File: config.mk
export PLATFORM = sky130hd
export DESIGN_NAME = disp_mux_scan
export DESIGN_NICKNAME = d
export VERILOG_FILES = /design/src/rtl/disp_mux_scan.sv
export SDC_FILE = /design/constraint.sdc
export NUM_CORES = 1
export LEC_CHECK = 0
export CORE_AREA = 4 4 170 172
export DETAILED_ROUTE_END_ITERATION = 16
export DIE_AREA = 0 0 174 176
export PLACE_DENSITY = 0.65
export SLEW_MARGIN = 10
export SYNTH_ARGS = -nofsm -noshare
export SYNTH_HDL_FRONTEND = slang
export SYNTH_SLANG_ARGS = --single-unit
File: constraint.sdc
create_clock -name clk -period 5.6 [get_ports clk]
set_input_delay 0.84 -clock clk [delete_from_list [all_inputs] [get_ports clk]]
set_output_delay 0.84 -clock clk [all_outputs]
set_load 0.005 [all_outputs]
File: src/rtl/disp_mux_scan.sv
// N-channel display-source multiplexer with CPU shadow channel 0, manual select and timed auto-scan.
// Optional macro DISP_UPD_PULSE_EN adds a one-cycle 'upd' pulse after any displayed-value change.
module disp_mux_scan #(
  parameter int          NCH      = 8,
  parameter int          DW       = 32,
  parameter int          SEGW     = 8,
  parameter int          DWELL    = 50000000,
  parameter logic [31:0] RST_DATA = 32'hAA5555AA,
  localparam int         SELW     = (NCH > 1) ? $clog2(NCH) : 1
) (
  input  logic                  clk,
  input  logic                  rst,
  input  logic                  EN,
  input  logic                  auto,
  input  logic [SELW-1:0]       sel,
  input  logic [NCH*DW-1:0]     data_flat,
  input  logic [NCH*SEGW-1:0]   les_flat,
  input  logic [NCH*SEGW-1:0]   point_flat,
  output logic [DW-1:0]         Disp_num,
  output logic [SEGW-1:0]       LE_out,
  output logic [SEGW-1:0]       point_out,
`ifdef DISP_UPD_PULSE_EN
  output logic                  upd,
`endif
  output logic [SELW-1:0]       ch_cur
);

  localparam int            CW     = (DWELL > 1) ? $clog2(DWELL) : 1;
  localparam logic [DW-1:0] RST_D  = DW'(RST_DATA);
  localparam logic [CW-1:0] CNT_MX = CW'(DWELL - 1);
  localparam logic [SELW-1:0] CH_MX = SELW'(NCH - 1);

  logic [DW-1:0]   shadow_data_reg;
  logic [SEGW-1:0] shadow_les_reg;
  logic [SEGW-1:0] shadow_point_reg;
  logic [SELW-1:0] ch_cur_reg;
  logic [CW-1:0]   cnt_reg;
  logic [DW-1:0]   disp_reg;
  logic [SEGW-1:0] le_reg;
  logic [SEGW-1:0] point_reg;

  logic [DW-1:0]   ch_data  [NCH];
  logic [SEGW-1:0] ch_les   [NCH];
  logic [SEGW-1:0] ch_point [NCH];

  // Channel 0 is always served from the shadow, never from the live slice.
  generate
    for (genvar gi = 0; gi < NCH; gi++) begin : g_ch
      if (gi == 0) begin : g_shadow
        assign ch_data[gi]  = shadow_data_reg;
        assign ch_les[gi]   = shadow_les_reg;
        assign ch_point[gi] = shadow_point_reg;
      end else begin : g_live
        assign ch_data[gi]  = data_flat[gi*DW +: DW];
        assign ch_les[gi]   = les_flat[gi*SEGW +: SEGW];
        assign ch_point[gi] = point_flat[gi*SEGW +: SEGW];
      end
    end
  endgenerate

  always_ff @(posedge clk or negedge rst) begin
    if (!rst) begin
      shadow_data_reg  <= RST_D;
      shadow_les_reg   <= '1;
      shadow_point_reg <= '0;
    end else if (EN) begin
      shadow_data_reg  <= data_flat[DW-1:0];
      shadow_les_reg   <= les_flat[SEGW-1:0];
      shadow_point_reg <= point_flat[SEGW-1:0];
    end
  end

  always_ff @(posedge clk or negedge rst) begin
    if (!rst) begin
      ch_cur_reg <= '0;
      cnt_reg    <= '0;
    end else if (!auto) begin
      ch_cur_reg <= (32'(sel) >= NCH) ? '0 : sel;
      cnt_reg    <= '0;
    end else if (cnt_reg == CNT_MX) begin
      cnt_reg    <= '0;
      ch_cur_reg <= (ch_cur_reg == CH_MX) ? '0 : ch_cur_reg + 1'b1;
    end else begin
      cnt_reg    <= cnt_reg + 1'b1;
    end
  end

  // Outputs use the channel selected before this edge, giving the 2-cycle sel latency.
  always_ff @(posedge clk or negedge rst) begin
    if (!rst) begin
      disp_reg  <= RST_D;
      le_reg    <= '1;
      point_reg <= '0;
    end else begin
      disp_reg  <= ch_data[ch_cur_reg];
      le_reg    <= ch_les[ch_cur_reg];
      point_reg <= ch_point[ch_cur_reg];
    end
  end

`ifdef DISP_UPD_PULSE_EN
  logic [DW+2*SEGW-1:0] prev_reg;
  logic                 upd_reg;

  // prev_reg lags the outputs by one edge, so the pulse lands one cycle after the change.
  always_ff @(posedge clk or negedge rst) begin
    if (!rst) begin
      prev_reg <= {RST_D, {SEGW{1'b1}}, {SEGW{1'b0}}};
      upd_reg  <= 1'b0;
    end else begin
      prev_reg <= {disp_reg, le_reg, point_reg};
      upd_reg  <= ({disp_reg, le_reg, point_reg} != prev_reg);
    end
  end

  assign upd = upd_reg;
`endif

  assign Disp_num  = disp_reg;
  assign LE_out    = le_reg;
  assign point_out = point_reg;
  assign ch_cur    = ch_cur_reg;

endmodule

# Word level (Yosys, flattened, before mapping)

Cells that the tools add are included.

Logic and storage cells: 29
Memory bits (read-only): 0
Register bits: 125
Latch bits: 0
Memories kept: 0
Memory bits (writable): 0
Output and inout bits: 51
Input bits: 391

Add/subtract/negate cells: 2
Multiplexer cells: 14
Multiply operators: 0
Equal/unequal tests: 3
Shifts and indexed selects: 0
Bitwise gates (word level): 1
Reduce and logical (&&, ||, !) cells: 0
Divide/modulo/power cells: 0
Order comparisons: 1

Operators with widths:

| cell                  | number |
|---|---|
| $bmux 32 s3           | 1 |
| $mux 32               | 2 |
| $mux 26               | 2 |
| $bmux 8 s3            | 2 |
| $mux 8                | 4 |
| $add 26x1->26 const B | 1 |
| $eq 26x26->1 const B  | 1 |
| $mux 3                | 3 |
| $ge 4x4->1 const B    | 1 |
| $not 3->4             | 1 |
| $add 3x1->3 const B   | 1 |
| $eq 3x3->1 const B    | 1 |
| $ne 2x1->1 const B    | 1 |

# Depth between registers and ports, before layout

Word-level depth: 4
Mapped depth: 6
Gate-level depth less buffers: 5

# Least setup slack after synthesis

No wires, ideal clock.

Path type: register to register
Start point: register ch_cur_reg[0], in the netlist ch_cur[0]
End point: register disp_reg[28], in the netlist Disp_num[28]
Stages on the path, launching flop included: 6
Setup time: 125 ps
Setup slack: 3504 ps
Data arrival time: 1971 ps
Cell sequence: dfrtp_1 clkbuf_1 buf_2 buf_2 mux4_2 mux2_2

Longest elaborated chain between the ends: 4

RTL lines:

| what                                       | RTL line | text |
|---|---|---|
| from (decl)                                | 36       | `logic [SELW-1:0] ch_cur_reg;` |
| from (signal assigned)                     | 78       | `ch_cur_reg <= (32'(sel) >= NCH) ? '0 : sel;` |
| from (signal assigned)                     | 82       | `ch_cur_reg <= (ch_cur_reg == CH_MX) ? '0 : ch_cur_reg + 1'b1;` |
| $not 3->4 (not written as such)            | 95       | `disp_reg <= ch_data[ch_cur_reg];` |
| $bmux 32 s3                                | 95       |  |
| $mux 32 (not written as such) (2 in a row) | 95       |  |
| to (signal assigned)                       | 95       |  |
| to (decl)                                  | 38       | `logic [DW-1:0] disp_reg;` |

No other way between the ends. The select of a mux whose other input is x is not followed.
A chain may end at the register's enable or synchronous reset.

# Worst setup path in the final report

Start point: register ch_cur_reg[0], in the netlist ch_cur[0]
End point: output ch_cur[0]

RTL lines:

| what      | RTL line | text |
|---|---|---|
| to (decl) | 25       | `output logic [SELW-1:0] ch_cur` |

No word-level cell between the ends.

==> reports/metrics.yaml <==
critical_path:
  ff2ff_path_depth: 3
  required_ps: 4760
  worst-path-max-fanout: 41
  cp.depth: 1
  arrival_ps: 2020
  slowest_stage: "dfrtp_4"
  crit_path_start_kind: "flop"
  cp-end-kind: "primary output"
  critPathMaxStageDelay_ps: 940
  crit_family: "flip-flops"
  critPathKind: "flop to primary output"
  cp_num_buf_inv: 1
  crit_chain: "clkdlybuf4s50_1"
yosys:
  syn_inst: 482
  synth-seq-area-share_pct: 43.34
  synth_top_cell_area_share_pct: 29.39
  syn_nets: 876
  ys.flop_type: "dfrtp_1"
  synth-edff-count: 0
  yosys_warnings: 0
  synth_seq_cells: 125
  synth_common_cells: "mux2_2 (96), mux4_2 (96), dfrtp_1 (77)"
  synthArstFlopShare_pct: 100.0
  syn_area_sq_um: 7356
  syn_avg_cell_area_sq_um: 15.26
  ys_types: 30
  synth_area_leaders: "mux4_2 (29%), dfrtp_1 (26%), dfstp_2 (17%), mux2_2 (15%), clkbuf_1 (0.97%)"
  yosysTopAreaCell: "mux4_2"
clock_network:
  cts_setup_buffers: 0
  cts_htree_levels: 4
  cts.sinks: 125
  cts_tree: "yes"
  root_buffer: "clkbuf_16"
  clockBufferDepth: 2
  cts_hold_buf: 0
  numCtsBuffers: 17
  insertion_delay_ps: 410
  clk_pin_slew_worst_paths_ps: 60
  cts_resized: 0
drt:
  wl_per_cell_microns: 23.25
  drt_iter0_drc: 289
  wirelength_microns: 29620
  dr.pass1.iters: 4
  dr_total_vias: 6264
  ant_nets: 0
  viasPerCell: 4.917
  drc: 0
place:
  gp_congestion: 0.8343
  io_buffers: 441
  place_hpwl_microns: 22910
timing:
  fin_tns_setup_ps: 0
  drv_slew: 0
  max_freq_mhz: 350.0
  hold_viol: 0
  min_period_over_period_pct: 51.03
  slew_headroom_pct: 34.11
  tightest_slew_ps: 988.4
  min_period_ps: 2857
  rsz0062_at_grt: "false"
  setup_violations: 0
  whs_ps: 462.8
  skew_ps: 9.792
power_and_ir_drop:
  max-vdd-ir-drop_uv: 160.1
  cellPowerDensity_nw_per_um2: 239.0
  power.switching_uw: 764.8
  power.share.switching_pct: 25.22
  seqPwrFrac_pct: 36.9
  pwr-share-clk_pct: 36.1
  p_comb_share_pct: 27.0
  p_int_mw: 2.268
  leakage_nw: 4.682
die:
  die-area_sq_um: 30620
  rows: 61
  start_util_pct: 26.77
  die_x_microns: 174
  io_pins: 442
  core_region_area_sq_um: 27480
  dieHeight_microns: 176
grt:
  grt-ovfl-total: 0
  grt_util_all_layers_pct: 18.73
  antenna_found_initial: 4
  grt_max_degree: 95
  grt_first_pass_wirelength_microns: 43460
  grt_pass1_vias: 6745
run:
  maxCapViolations: 0
status:
  status: "complete, no violations"
finish:
  syn2layout_area_growth_pct: 72.51
  nets: 1305
  drive_gt1_share_pct: 30.84
worst_hold_path:
  min_path_cells: 1
  min_path_type: "flop to flop"
==> layer usage <==
| layer | part of all wire [%] | track usage [%] |
|---|---|---|
| met5 | 0 | 0 |
| met4 | 1.1 | 4.817 |
| met3 | 6.2 | 4.711 |
| met2 | 52 | 32.31 |
| met1 | 41 | 23.67 |
==> layout make-up <==
| type | instances | area, sq um |
|---|---|---|
| Timing Repair Buffer | 447 | 4456 |
| Antenna cell | 4 | 10.01 |
| Fill cell | 2509 | 14790 |
| Inverter | 4 | 15.01 |
| Tap cell | 346 | 432.9 |
| Clock inverter | 14 | 133.9 |
| Sequential cell | 125 | 3197 |
| Clock buffer | 18 | 439.2 |
| Multi-Input combinational cell | 316 | 4006 |
==> through the flow <==
step | power (mW) | instance area (sq um) | utilization, % | setup slack, ps | std cells
after global placement | 1.955 | 12110 | 44.06 | 2900 | 1238
after floorplan | 1.448 | 7356 | - | 3504 | 482
after global routing | 3.170 | 12690 | 46.18 | 2570 | 1274
after detailed placement | 1.964 | 12110 | 44.06 | 2880 | 1238
final | 3.033 | 12690 | 46.18 | 2743 | 1274
after CTS | 3.085 | 12680 | 46.15 | 2642 | 1270
==> final timing paths <==
path	start	slack, ps	endpoint
min in group asynchronous	rst	560	Disp_num[28]$_DFF_PN0_
min reg2reg	cnt_reg[0]$_DFF_PN0_	460	cnt_reg[0]$_DFF_PN0_
min	cnt_reg[0]$_DFF_PN0_	460	cnt_reg[0]$_DFF_PN0_
max in group asynchronous	rst	3990	shadow_data_reg[7]$_DFFE_PN1P_
max reg2reg	ch_cur[0]$_DFFE_PN0P_	2980	point_out[7]$_DFF_PN0_
max	ch_cur[0]$_DFFE_PN0P_	2740	ch_cur[0]
==> placed cells by master (no fill, tap or decap), types with 9 or more instances in the layout <==
cell / n
clkdlybuf4s50_1: 439
dfstp_2: 48
a21oi_1: 12
nand4_1: 10
or4_1: 9
nor2_1: 18
mux4_2: 96
mux2_2: 96
dfrtp_1: 74
nand2_1: 11
o21ai_0: 9
clkbuf_16: 17
==> power by group through the flow <==
stage	Clock, mW	Sequential (mW)	Combinational, mW
3_5_place_dp	0	1.14	0.828
3_3_place_gp	0	1.13	0.821
5_1_grt	1.16	1.13	0.874
2_1_floorplan	0	1.10	0.352
6_report	1.10	1.12	0.820
4_1_cts	1.13	1.12	0.833
==> logic make-up after synthesis <==
logic type	after synthesis	share of synthesized area, %
flops	125	43.34
xor+xnor	11	1.310
buf+inv	41	2.245
compound gates	32	2.466
simple gates	78	6.038
mux	192	44.09
fa+ha+maj	3	0.5103
Note: power is estimated with default switching activity, not from simulation.
